<file path="src/rtl/egg_timer_pkg.sv">
// Shared types and constants for the egg-timer engine: FSM states, default tick rate,
// seven-segment patterns and the BCD preset clamp.
package egg_timer_pkg;

  typedef enum logic [1:0] {
    StIdle,
    StRun,
    StPause,
    StDone
  } state_e;

  localparam int unsigned DefaultTicksPerSec = 50_000_000;

  // Active-low segments, bit 6 = g ... bit 0 = a
  localparam logic [6:0] Seg0     = 7'b1000000;
  localparam logic [6:0] Seg1     = 7'b1111001;
  localparam logic [6:0] Seg2     = 7'b0100100;
  localparam logic [6:0] Seg3     = 7'b0110000;
  localparam logic [6:0] Seg4     = 7'b0011001;
  localparam logic [6:0] Seg5     = 7'b0010010;
  localparam logic [6:0] Seg6     = 7'b0000010;
  localparam logic [6:0] Seg7     = 7'b1111000;
  localparam logic [6:0] Seg8     = 7'b0000000;
  localparam logic [6:0] Seg9     = 7'b0010000;
  localparam logic [6:0] SegBlank = 7'b1111111;

  function automatic logic [3:0] clamp_bcd(input logic [3:0] digit, input logic [3:0] limit);
    return (digit > limit) ? limit : digit;
  endfunction

endpackage

</file>
<file path="src/rtl/seven_seg_decoder.sv">
// BCD digit to active-low seven-segment pattern; non-BCD codes are blanked.
module seven_seg_decoder
  import egg_timer_pkg::*;
(
  input  logic [3:0] bcd,
  output logic [6:0] seg
);

  always_comb begin
    seg = SegBlank;
    case (bcd)
      4'd0:    seg = Seg0;
      4'd1:    seg = Seg1;
      4'd2:    seg = Seg2;
      4'd3:    seg = Seg3;
      4'd4:    seg = Seg4;
      4'd5:    seg = Seg5;
      4'd6:    seg = Seg6;
      4'd7:    seg = Seg7;
      4'd8:    seg = Seg8;
      4'd9:    seg = Seg9;
      default: seg = SegBlank;
    endcase
  end

endmodule

</file>
<file path="src/rtl/egg_timer_core.sv">
// MM:SS BCD countdown engine: key conditioning, prescaler, run/pause/done FSM and
// seven-segment / LED drive for the board top level.
module egg_timer_core
  import egg_timer_pkg::*;
#(
  parameter int unsigned TICKS_PER_SEC = DefaultTicksPerSec
) (
  input  logic       CLOCK_50,
  input  logic       reset,
  input  logic [7:0] SW,
  input  logic [2:0] KEY,
  output logic [9:0] LEDR,
  output logic [6:0] HEX3,
  output logic [6:0] HEX2,
  output logic [6:0] HEX1,
  output logic [6:0] HEX0
);

  localparam int unsigned PrescW = $clog2(TICKS_PER_SEC);
  localparam logic [PrescW-1:0] PrescMax = PrescW'(TICKS_PER_SEC - 1);

  logic [2:0]        key_meta, key_sync, key_prev;
  logic [1:0]        settle;
  state_e            state;
  logic [PrescW-1:0] presc;
  logic              flash;
  logic [3:0]        min_tens, min_ones, sec_tens, sec_ones;

  logic [2:0] press;
  logic       go, load_min, load_sec, load_ok, tick, time_zero;
  logic       borrow_s0, borrow_s1, borrow_m0, dec_zero;
  logic [3:0] dec_min_tens, dec_min_ones, dec_sec_tens, dec_sec_ones;

  // The chain comes out of reset at 1, so a key held through reset would otherwise
  // look like a fresh press; pulses stay masked until the chain holds real samples.
  assign press    = (settle == 2'd3) ? (key_prev & ~key_sync) : 3'b000;
  assign go       = press[0];
  assign load_min = press[2] & ~press[0];
  assign load_sec = press[1] & ~press[2] & ~press[0];
  assign load_ok  = (state == StIdle) || (state == StPause);
  assign tick     = (presc == PrescMax);

  assign time_zero = ({min_tens, min_ones, sec_tens, sec_ones} == 16'h0000);

  assign borrow_s0    = (sec_ones == 4'd0);
  assign borrow_s1    = borrow_s0 && (sec_tens == 4'd0);
  assign borrow_m0    = borrow_s1 && (min_ones == 4'd0);
  assign dec_sec_ones = borrow_s0 ? 4'd9 : sec_ones - 4'd1;
  assign dec_sec_tens = !borrow_s0 ? sec_tens : ((sec_tens == 4'd0) ? 4'd5 : sec_tens - 4'd1);
  assign dec_min_ones = !borrow_s1 ? min_ones : ((min_ones == 4'd0) ? 4'd9 : min_ones - 4'd1);
  assign dec_min_tens = borrow_m0 ? min_tens - 4'd1 : min_tens;
  assign dec_zero     = ({dec_min_tens, dec_min_ones, dec_sec_tens, dec_sec_ones} == 16'h0000);

  always_ff @(posedge CLOCK_50) begin
    if (reset) begin
      key_meta <= 3'b111;
      key_sync <= 3'b111;
      key_prev <= 3'b111;
      settle   <= 2'd0;
      state    <= StIdle;
      presc    <= '0;
      flash    <= 1'b0;
      min_tens <= 4'd0;
      min_ones <= 4'd0;
      sec_tens <= 4'd0;
      sec_ones <= 4'd0;
    end else begin
      key_meta <= KEY;
      key_sync <= key_meta;
      key_prev <= key_sync;
      if (settle != 2'd3) settle <= settle + 2'd1;

      if (state == StIdle) begin
        presc <= '0;
      end else if (state != StPause) begin
        presc <= tick ? '0 : presc + PrescW'(1);
      end

      if (load_ok && load_min) begin
        min_tens <= clamp_bcd(SW[7:4], 4'd9);
        min_ones <= clamp_bcd(SW[3:0], 4'd9);
      end else if (load_ok && load_sec) begin
        sec_tens <= clamp_bcd(SW[7:4], 4'd5);
        sec_ones <= clamp_bcd(SW[3:0], 4'd9);
      end

      unique case (state)
        StIdle: begin
          if (go && !time_zero) state <= StRun;
        end
        StRun: begin
          if (go) begin
            state <= StPause;
          end else if (tick) begin
            min_tens <= dec_min_tens;
            min_ones <= dec_min_ones;
            sec_tens <= dec_sec_tens;
            sec_ones <= dec_sec_ones;
            if (dec_zero) begin
              state <= StDone;
              flash <= 1'b1;
            end
          end
        end
        StPause: begin
          if (go) state <= StRun;
        end
        StDone: begin
          if (go) begin
            state <= StIdle;
            flash <= 1'b0;
          end else if (tick) begin
            flash <= ~flash;
          end
        end
      endcase
    end
  end

  always_comb begin
    LEDR = 10'h000;
    unique case (state)
      StIdle:  LEDR = 10'h000;
      StRun:   LEDR = 10'h001;
      StPause: LEDR = 10'h002;
      StDone:  LEDR = flash ? 10'h3FF : 10'h000;
    endcase
  end

  seven_seg_decoder u_hex3 (.bcd(min_tens), .seg(HEX3));
  seven_seg_decoder u_hex2 (.bcd(min_ones), .seg(HEX2));
  seven_seg_decoder u_hex1 (.bcd(sec_tens), .seg(HEX1));
  seven_seg_decoder u_hex0 (.bcd(sec_ones), .seg(HEX0));

endmodule

</file>
<file path="config.mk">
export PLATFORM = sky130hd
export DESIGN_NAME = egg_timer_core
export DESIGN_NICKNAME = d
export VERILOG_FILES = /design/src/rtl/egg_timer_pkg.sv /design/src/rtl/seven_seg_decoder.sv /design/src/rtl/egg_timer_core.sv
export SDC_FILE = /design/constraint.sdc
export NUM_CORES = 1
export LEC_CHECK = 0
export CORE_UTILIZATION = 51
export DETAILED_ROUTE_END_ITERATION = 16
export PLACE_DENSITY = 0.86
export SLEW_MARGIN = 10
export SYNTH_ARGS = -nofsm -noshare
export SYNTH_HDL_FRONTEND = slang
export SYNTH_SLANG_ARGS = --single-unit
</file>
<file path="constraint.sdc">
create_clock -name CLOCK_50 -period 2.75 [get_ports CLOCK_50]
set_clock_uncertainty 0.05 [all_clocks]
set_input_delay 0.275 -clock CLOCK_50 [delete_from_list [all_inputs] [get_ports CLOCK_50]]
set_output_delay 0.275 -clock CLOCK_50 [all_outputs]
set_load 0.02 [all_outputs]
</file>
==> results of run 1 <==
## power by group
part / internal (uW) / switching (uW) / total (uW)
Sequential: 1240 / 10.6 / 1250
Clock: 605 / 453 / 1060
Combinational: 89.5 / 101 / 190
## through the flow
| stage | area (sq um) | hold WS, ns | setup WS (ns) | total power [uW] | setup TNS, ns |
|---|---|---|---|---|---|
| CTS | 5920 | 0.297 | -0.0255 | 2490 | -0.0619 |
| global placement | 5620 | 0.343 | -0.0113 | 1440 | -0.0113 |
| detailed placement | 5620 | 0.346 | -0.167 | 1440 | -0.581 |
| floorplan | 4680 | 0.329 | -0.0290 | 1370 | -0.0297 |
| finish | 6230 | 0.307 | -0.0466 | 2500 | -0.177 |
| global route | 6230 | 0.307 | -0.168 | 2580 | -1.49 |
## per-layer routing
layer	up-vias	wire (um)	global-route usage
met5	-	0	0
met4	0	237	0.0837
met3	29	514	0.0489
met2	116	5950	0.414
met1	2023	5020	0.281
li1	2066	-	-
## state kept, by name, summed over array words and instances, names as in the netlist, 4 cells and up
register / count
min_tens: 4
u_hex2.seg: 7
sec_tens: 4
presc: 26
u_hex1.seg: 7
sec_ones: 4
min_ones: 4
u_hex0.seg: 7
u_hex3.seg: 7
## layout by cell type (no fill, tap or decap), types with 3 or more instances in the layout
cell type,netlist,routed
a211oi_1,5,5
a21o_1,5,5
a21oi_1,28,28
a221oi_1,3,3
a31oi_1,6,6
and2_1,4,3
and3_1,10,10
buf_4,8,72
buf_6,2,4
bufinv_16,0,3
clkbuf_8,0,9
clkdlybuf4s50_1,0,49
dfxtp_1,84,83
ha_1,27,18
ha_2,0,8
inv_1,29,21
inv_2,1,9
mux2_2,6,4
mux2i_1,23,21
nand2_1,22,22
nand2b_1,7,6
nand3_1,23,21
nand4_1,7,7
nor2_1,55,54
nor2b_1,11,11
nor3_1,10,8
nor3_4,1,3
nor3b_2,1,4
nor4_1,4,3
o211ai_1,3,3
o21a_1,4,4
o21ai_0,17,13
o21ai_1,1,3
o21bai_1,4,4
or2_2,9,9
or3_1,5,4
xnor2_1,9,9
xor2_1,17,17
## worst max-delay path by stage
stage,end,slack (ns),cells after the start
finish,u_hex1.seg[5],-0.05,10
global route,u_hex1.seg[0],-0.17,11
CTS,u_hex0.seg[4],-0.03,10
detailed placement,u_hex3.seg[5],-0.17,13
global placement,u_hex0.seg[3],-0.01,10
floorplan,u_hex3.seg[3],-0.03,9
## layout make-up
cell class	count	area share
flip-flops and latches	84	0.270
multi-input cells	380	0.472
clock buffers	10	0.0205
inverters	30	0.0181
clock inverters	6	0.0179
well taps	108	0.0217
repair buffers	128	0.180
## critical path, delay by kind of cell (launching register included)
family	cells	cell delay (ns)
compound gates	2	0.25
simple gates	5	1.54
buf+inv	3	0.51
flops	1	0.32
## kinds of logic (layout without fill, tap and decap cells)
logic type                 after synthesis  in the layout  share of synthesized area
xor gates and xnor gates                26             26                     0.0490
DFF                                     84             84                      0.361
buffers and inverters                   59            174                     0.0578
muxes                                   29             29                     0.0640
adders and majority gates               27             27                     0.0726
and+or+nand+nor                        190            190                      0.229
AOI/OAI and AO/OA                      108            108                      0.166
## timing repair
item                       CTS  global route
gates resized for setup     13            54
pin swaps                    3            12
setup buffers                1            14
setup endpoints to repair   17            28
cloned                       0             1
==> flow_summary_export.csv, run 1 <==
group,metric,value,unit
run_status,outcome,"finished, violations left",
run_status,failed_checks,"setup timing",
synth,post_synth_most_frequent_cells,"dfxtp_1, nor2_1, inv_1, a21oi_1, ha_1",
layout,drive_gt1_frac,0.270,
placement,dpl.cell_count,714,
detailed_routing,ant_nets,0,
worst_setup_path,crit_path_frequent_cell,"buf_4",
worst_setup_path,critPathSlowestCell,"or4_4",
layout,antenna_cells,0,
sta,slew_violations,0,
floorplan,core,0.00876,sq mm
sta,relSlewSlack,0.666,
clocking,insertion_delay,0.36,ns
floorplan,dieArea,0.00951,sq mm
global_route,grt_pass1_wl,18500,um
sta,max_slew.worst_pin.slew,0.501,ns
worst_setup_path,r2r-start,"presc[10]",
detailed_routing,vias,4234,
detailed_routing,wire_per_inst,15.7,um
clocking,cts_tree,"built",
worst_setup_path,crit_arrival,2.99,ns
synth,netlist_top_cells_area,"dfxtp_1, ha_1, mux2i_1, nor2_1, xor2_1",
synth,synth_warnings,0,
synth,synth_flop_cell,"dfxtp_1",
floorplan,start_util,0.531,
synth,synth.distinct_cells,77,
sta,setup_viol,7,
synth,syn-num-nets,563,
synth,synth_area,0.00465,sq mm
detailed_routing,drt_pass1_iterations,4,
layout,syn2layout_area_growth,34.0,%
worst_setup_path,end_kind,"flip-flop",
layout,final.fill_count,617,
layout,instances_no_fill,746,
clocking,clock-root-buffer,"clkbuf_8",
worst_setup_path,rrSetupSlack,-0.05,ns
hold_path,min_path_cells,2,
floorplan,row_count,34,
worst_setup_path,crit_required,2.94,ns
clocking,cts.sinks,84,
hold_path,worstHoldPathType,"in -> reg",
worst_setup_path,critPathMaxStageDelay,0.54,ns
clocking,clockBufferDepth,2,
synth,synth-seq-cells,84,
run,maxCapViolations,0,
synth,ys_seq_area_frac,0.361,
global_route,grt_pass1_vias,4050,
floorplan,die_w,97.5,um
layout,multi_input_area,0.00294,sq mm
synth,yosysMostFrequentCell,"dfxtp_1",
sta,fmax,0.358,GHz
worst_setup_path,cp-start-kind,"flip-flop",
layout,post-route-util,0.711,
placement,place_congestion,0.896,
worst_setup_path,cp_max_fo,5,
clocking,clk_pin_slew,0.09,ns
power_and_ir_drop,worst_ir_drop_vdd,0.351,mV
clocking,ctsHtreeMaxLevel,3,
layout,ff_latch_area,0.00168,sq mm
synth,synth_top_area_frac,0.361,
power_and_ir_drop,p_leak,0.00259,uW
layout,layout.nets,673,
synth,async_reset_ff_frac,0,
detailed_routing,drc,0,
global_route,track_usage,0.235,
global_route,grt_antenna_before_repair,0,
global_route,grt_max_degree,27,
hold_path,hold_end,"settle[1]",
worst_setup_path,rr_worst_depth,10,
hold_path,holdCritStartpoint,"reset",
synth,syn_avg_cell_area,8.89,sq um
worst_setup_path,startpoint,"presc[10]",
worst_setup_path,path_class,"reg -> reg",
placement,io_buffers,50,
sta,min_period_over_period,1.02,
synth,netlist_instances,523,
placement,dp_hpwl,7780,um
detailed_routing,drt_iter0_markers,232,
global_route,grt_overflow_total,0,
sta,report.final.hold_viol_count,0,
clocking,cts-buffers-inserted,9,
detailed_routing,drt-total-wl,11700,um
floorplan,io-pin-count,51,
sta,rsz0062_at_grt,"true",
synth,yosysTopAreaCell,"dfxtp_1",
worst_setup_path,timing.rr.end,"u_hex1.seg[5]",
sta,worst_slack,-0.0466,ns
worst_setup_path,path_cells,"or4_4 > nor4_4 > buf_4 > nand4_4 > buf_4 > clkbuf_16 > or2_2 > a2bb2oi_1 > nor2_1 > a221oi_1",
power_and_ir_drop,p_per_area,400,mW/mm^2
floorplan,die_h,97.5,um
detailed_routing,viasPerCell,5.68,
sta,min_period,2.80,ns
synth,synth_edf_count,0,
clocking,hold_buffers,0,
(Power assumes the default switching activity.)
==> run 2: changes to the inputs <==
--- a/config.mk
+++ b/config.mk
@@ -5,6 +5,7 @@
 export SDC_FILE = /design/constraint.sdc
 export NUM_CORES = 1
 export LEC_CHECK = 0
+export CORE_MARGIN = 5
 export CORE_UTILIZATION = 51
 export DETAILED_ROUTE_END_ITERATION = 16
 export PLACE_DENSITY = 0.86
==> flow_summary_export.csv, run 2 (synthesis results as in run 1) <==
group,metric,value,unit
clocking,cts.sinks,84,
sta,setup_viol,14,
sta,min_period,2.82,ns
layout,largest_reg_flops,26,
worst_setup_path,path_cells,"inv_1 > ha_1 > nor3b_1 > nand3_1 > nor2_1 > nor3b_2 > buf_4 > a211oi_4 > inv_2 > ha_2 > o21ai_2 > o21ai_1 > a21oi_1",
run_status,outcome,"finished, violations left",
detailed_routing,drt_pass1_iterations,5,
clocking,cts-buffers-inserted,9,
run_status,failed_checks,"setup timing",
worst_setup_path,path_class,"reg -> reg",
clocking,cts_tree,"built",
clocking,clk_pin_slew,0.10,ns
layout,instances_no_fill,747,
layout,largest_register,"presc",
floorplan,die_w,106,um
sta,fmax,0.354,GHz
worst_setup_path,cp-start-kind,"flip-flop",
detailed_routing,wire_per_inst,17.1,um
worst_setup_path,critPathMaxStageDelay,0.36,ns
worst_setup_path,crit_required,3.02,ns
power_and_ir_drop,totalPowerFinal,2570,uW
global_route,grt_antenna_before_repair,0,
layout,final_common_cell,"dfxtp_1",
placement,pre_cts_ws,-0.0901,ns
clocking,clockBufferDepth,2,
clocking,hold_buffers,0,
clocking,ctsHtreeMaxLevel,3,
global_route,grt_max_degree,27,
detailed_routing,ant_nets,0,
hold_path,worstHoldPathType,"reg -> reg",
detailed_routing,viasPerCell,5.91,
floorplan,core,0.00881,sq mm
power_and_ir_drop,p_leak,0.00259,uW
run,maxCapViolations,0,
detailed_routing,drc,0,
placement,place_congestion,0.889,
sta,report.final.hold_viol_count,0,
global_route,track_usage,0.205,
power_and_ir_drop,worst_ir_drop_vdd,0.294,mV
placement,dpl.cell_count,719,
layout,antenna_cells,0,
layout,layout.nets,674,
detailed_routing,drt-total-wl,12800,um
hold_path,min_path_cells,1,
sta,worst_slack,-0.0719,ns
floorplan,dieArea,0.0111,sq mm
clocking,clock-root-buffer,"clkbuf_8",
sta,slew_violations,0,
clocking,insertion_delay,0.39,ns
placement,post_dp_cell_area,0.00567,sq mm
power_and_ir_drop,p_per_area,404,mW/mm^2
worst_setup_path,critPathSlowestCell,"dfxtp_1",
layout,multi_input_area,0.00302,sq mm
detailed_routing,drt_iter0_markers,331,
layout,drive_gt1_frac,0.286,
sta,max_slew.worst_pin.slew,0.659,ns
worst_setup_path,crit_arrival,3.09,ns
layout,final.fill_count,591,
sta,min_period_over_period,1.03,
sta,relSlewSlack,0.561,
floorplan,row_count,34,
layout,ff_latch_area,0.00168,sq mm
placement,dp_hpwl,8280,um
layout,mostFrequentLayoutCells,"dfxtp_1, buf_4, nor2_1",
layout,final_cell_area,0.00636,sq mm
global_route,grt_overflow_total,0,
global_route,grt_pass1_vias,4154,
placement,io_buffers,50,
floorplan,start_util,0.528,
worst_setup_path,end_kind,"flip-flop",
worst_setup_path,cp_max_fo,4,
detailed_routing,vias,4412,
floorplan,io-pin-count,51,
floorplan,die_h,106,um
worst_setup_path,rr_worst_depth,13,
global_route,grt_pass1_wl,18900,um
layout,syn2layout_area_growth,36.6,%
sta,rsz0062_at_grt,"true",
[run 2: changes by cell type in the layout (fill, tap and decap cells not counted), sizes merged]
cell and delta:
buf +2, clkinvlp -1, clkinv -1, clkbuf -2, inv +3
[run 2: path summary, 6_finish.rpt]
kind / start / endpoint / slack, ns
max reg2reg: min_ones[0] / u_hex3.seg[5] / -0.07
min reg2reg: key_meta[0] / key_sync[0] / 0.35
min: key_meta[0] / key_sync[0] / 0.35
max: min_ones[0] / u_hex3.seg[5] / -0.07
[run 2: critical path: cells and delay by family, from the launching register on]
family,cells,cell delay [ns]
AND/OR/NAND/NOR,4,0.87
AO/OA/AOI/OAI,4,0.65
adder cells (fa/ha/maj),2,0.43
buffers and inverters,3,0.38
flip-flops,1,0.36
[run 2: routing by layer]
metal	vias to the layer above	GRT usage	wire length, um
li1	2062	-	-
met2	186	0.355	6310
met3	43	0.0538	811
met4	0	0.0796	335
met5	-	0	0
met1	2121	0.244	5310
[run 2: what timing repair did]
action | CTS | global route
endpoints found under the setup margin | 18 | 30
pin swaps | 3 | 25
setup buffers | 4 | 8
gates resized for setup | 10 | 74
[run 2: metrics by stage]
| stage | setup TNS [ns] | hold slack [ns] | utilization |
|---|---|---|---|
| after CTS | -0.0254 | 0.327 | 0.680 |
| final | -0.512 | 0.355 | 0.722 |
| after floorplan | -0.0297 | 0.329 | - |
| after global routing | -2.10 | 0.355 | 0.722 |
| after detailed placement | -0.338 | 0.349 | 0.644 |
| after global placement | 0 | 0.342 | 0.644 |
[run 2: layout make-up]
| class | count | share of cell area |
|---|---|---|
| clock buffers | 9 | 0.0195 |
| repair buffers | 129 | 0.181 |
| inverters | 30 | 0.0181 |
| flip-flops and latches | 84 | 0.265 |
| well taps | 108 | 0.0213 |
| multi-input cells | 380 | 0.475 |
| clock inverters | 7 | 0.0201 |
[run 2: power by group]
part	internal, uW	switching, uW
logic	91.0	105
registers	1240	10.6
clock network	619	506
total	1950	622
==> run 3: changes to the inputs <==
--- a/config.mk
+++ b/config.mk
@@ -5,9 +5,11 @@
 export SDC_FILE = /design/constraint.sdc
 export NUM_CORES = 1
 export LEC_CHECK = 0
+export ABC_CLOCK_PERIOD_IN_PS = 2750
 export CORE_MARGIN = 5
 export CORE_UTILIZATION = 51
 export DETAILED_ROUTE_END_ITERATION = 16
+export MAX_ROUTING_LAYER = met4
 export PLACE_DENSITY = 0.86
 export SLEW_MARGIN = 10
 export SYNTH_ARGS = -nofsm -noshare
==> constraint.sdc (replaced) <==
create_clock -name CLOCK_50 -period 2.75 [get_ports CLOCK_50]
set_clock_uncertainty 0.05 [all_clocks]
set_input_delay 0.275 -clock CLOCK_50 [delete_from_list [all_inputs] [get_ports CLOCK_50]]
set_output_delay 0.275 -clock CLOCK_50 [all_outputs]
set_load 0.1 [all_outputs]
==> flow_summary_export.csv, run 3 (synthesis results as in run 1) <==
group,metric,value,unit
floorplan,io-pin-count,51,
floorplan,row_count,34,
global_route,grt_antenna_before_repair,0,
detailed_routing,vias,4400,
layout,antenna_cells,0,
global_route,grt_pass1_vias,4248,
clocking,ctsHtreeMaxLevel,3,
detailed_routing,wire_per_inst,16.7,um
placement,dp_hpwl,8320,um
layout,final_cell_area,0.00658,sq mm
sta,min_period,2.76,ns
power_and_ir_drop,p_per_area,365,mW/mm^2
run_status,outcome,"finished, violations left",
global_route,grt_pass1_wl,19900,um
placement,post_dp_cell_area,0.00558,sq mm
layout,layout.nets,697,
layout,mostFrequentLayoutCells,"buf_4, dfxtp_1, nor2_1",
floorplan,die_h,106,um
global_route,grt_max_degree,39,
layout,final_common_cell,"buf_4",
worst_setup_path,cp-start-kind,"flip-flop",
sta,slew_violations,0,
sta,worst_slack,-0.00811,ns
clocking,cts_tree,"built",
worst_setup_path,crit_required,2.98,ns
worst_setup_path,cp_max_fo,4,
worst_setup_path,rrSetupSlack,-0.008,ns
worst_setup_path,crit_arrival,2.99,ns
layout,largest_reg_flops,26,
power_and_ir_drop,p_sw,641,uW
floorplan,start_util,0.528,
placement,pre_cts_ws,-0.126,ns
floorplan,dieArea,0.0111,sq mm
floorplan,die_w,106,um
clocking,clockBufferDepth,2,
floorplan,core,0.00881,sq mm
sta,min_period_over_period,1.00,
power_and_ir_drop,pwr-share-seq,0.519,
placement,place_congestion,0.865,
power_and_ir_drop,swShare,0.267,
detailed_routing,drt-total-wl,12800,um
sta,fmax,0.363,GHz
sta,fin_setup_tns,-0.00811,ns
sta,relSlewSlack,0.621,
power_and_ir_drop,intPower,1760,uW
sta,setup_viol,1,
detailed_routing,viasPerCell,5.71,
clocking,clk_pin_slew,0.09,ns
clocking,clock-root-buffer,"clkbuf_8",
worst_setup_path,rr_worst_depth,12,
detailed_routing,ant_nets,0,
detailed_routing,drt_pass1_iterations,5,
detailed_routing,drc,0,
hold_path,min_path_cells,2,
run,maxCapViolations,0,
power_and_ir_drop,p_clk_frac,0.378,
global_route,track_usage,0.222,
layout,syn2layout_area_growth,41.5,%
run_status,failed_checks,"setup timing",
clocking,cts-buffers-inserted,9,
worst_setup_path,end_kind,"flip-flop",
power_and_ir_drop,worst_ir_drop_vdd,0.216,mV
clocking,cts.sinks,84,
sta,rsz0062_at_grt,"true",
worst_setup_path,path_class,"reg -> reg",
power_and_ir_drop,combPwrFrac,0.103,
power_and_ir_drop,totalPowerFinal,2400,uW
clocking,insertion_delay,0.36,ns
hold_path,worstHoldPathType,"in -> reg",
sta,report.final.hold_viol_count,0,
layout,largest_register,"presc",
layout,drive_gt1_frac,0.396,
power_and_ir_drop,p_leak,0.00278,uW
sta,max_slew.worst_pin.slew,0.562,ns
detailed_routing,drt_iter0_markers,290,
placement,io_buffers,50,
global_route,grt_overflow_total,0,
[run 3: cell count changes in the layout (fill, tap and decap cells not counted), sizes merged]
cell / delta
clkdlybuf4s50: -38
clkinv: +1
clkinvlp: +1
buf: +61
inv: -1
clkbuf: +1
bufinv: -2
[run 3: final timing paths]
kind / startpoint / end
max: presc[10] / u_hex3.seg[5]
max reg2reg: presc[10] / u_hex3.seg[5]
min: reset / sec_ones[1]
min reg2reg: key_meta[0] / key_sync[0]
[run 3: power by group through the flow]
| stage | registers, uW | clock network (uW) | logic, uW |
|---|---|---|---|
| 6_report | 1250 | 909 | 248 |
| 5_1_grt | 1250 | 979 | 263 |
| 4_1_cts | 1250 | 911 | 227 |
| 3_5_place_dp | 1270 | 0 | 216 |
| 3_3_place_gp | 1270 | 0 | 209 |
| 2_1_floorplan | 1320 | 0 | 92.8 |
[run 3: layout make-up]
type | count | area (sq um)
Clock buffer | 10 | 128
Clock inverter | 6 | 71.3
Fill cell | 577 | 2220
Inverter | 30 | 118
Multi-Input combinational cell | 380 | 3190
Sequential cell | 84 | 1680
Tap cell | 108 | 135
Timing Repair Buffer | 152 | 1260
[run 3: layer usage]
metal	GRT usage	vias to the layer above	routed length, um
met5	-	-	0
met4	0.0759	0	270
met3	0.0318	26	609
met2	0.383	141	6560
met1	0.264	2115	5380
li1	-	2118	-
[run 3: what timing repair did]
action | 4_1_cts | 5_1_grt
setup endpoints to repair | 22 | 29
pin swaps | 21 | 35
hold buffers | 0 | 0
buffers inserted | 14 | 19
resized for setup | 58 | 64
[run 3: metrics by stage]
stage               cells  hold slack (ns)   util
floorplan             523            0.329      -
global placement      721            0.342  0.633
detailed placement    721            0.348  0.633
CTS                   751            0.290  0.693
global route          770            0.322  0.748
finish                770            0.291  0.748
[run 3: worst max-delay path: stages (launching register included)]
cell and delay, ns:
dfxtp_2 0.33, or4_4 0.54, nor4_4 0.14, buf_4 0.19, buf_6 0.11, nand4_4 0.11
or3_4 0.38, a31oi_4 0.24, inv_4 0.08, ha_4 0.17, o21ai_4 0.08, o21ai_2 0.08
a21oi_2 0.18
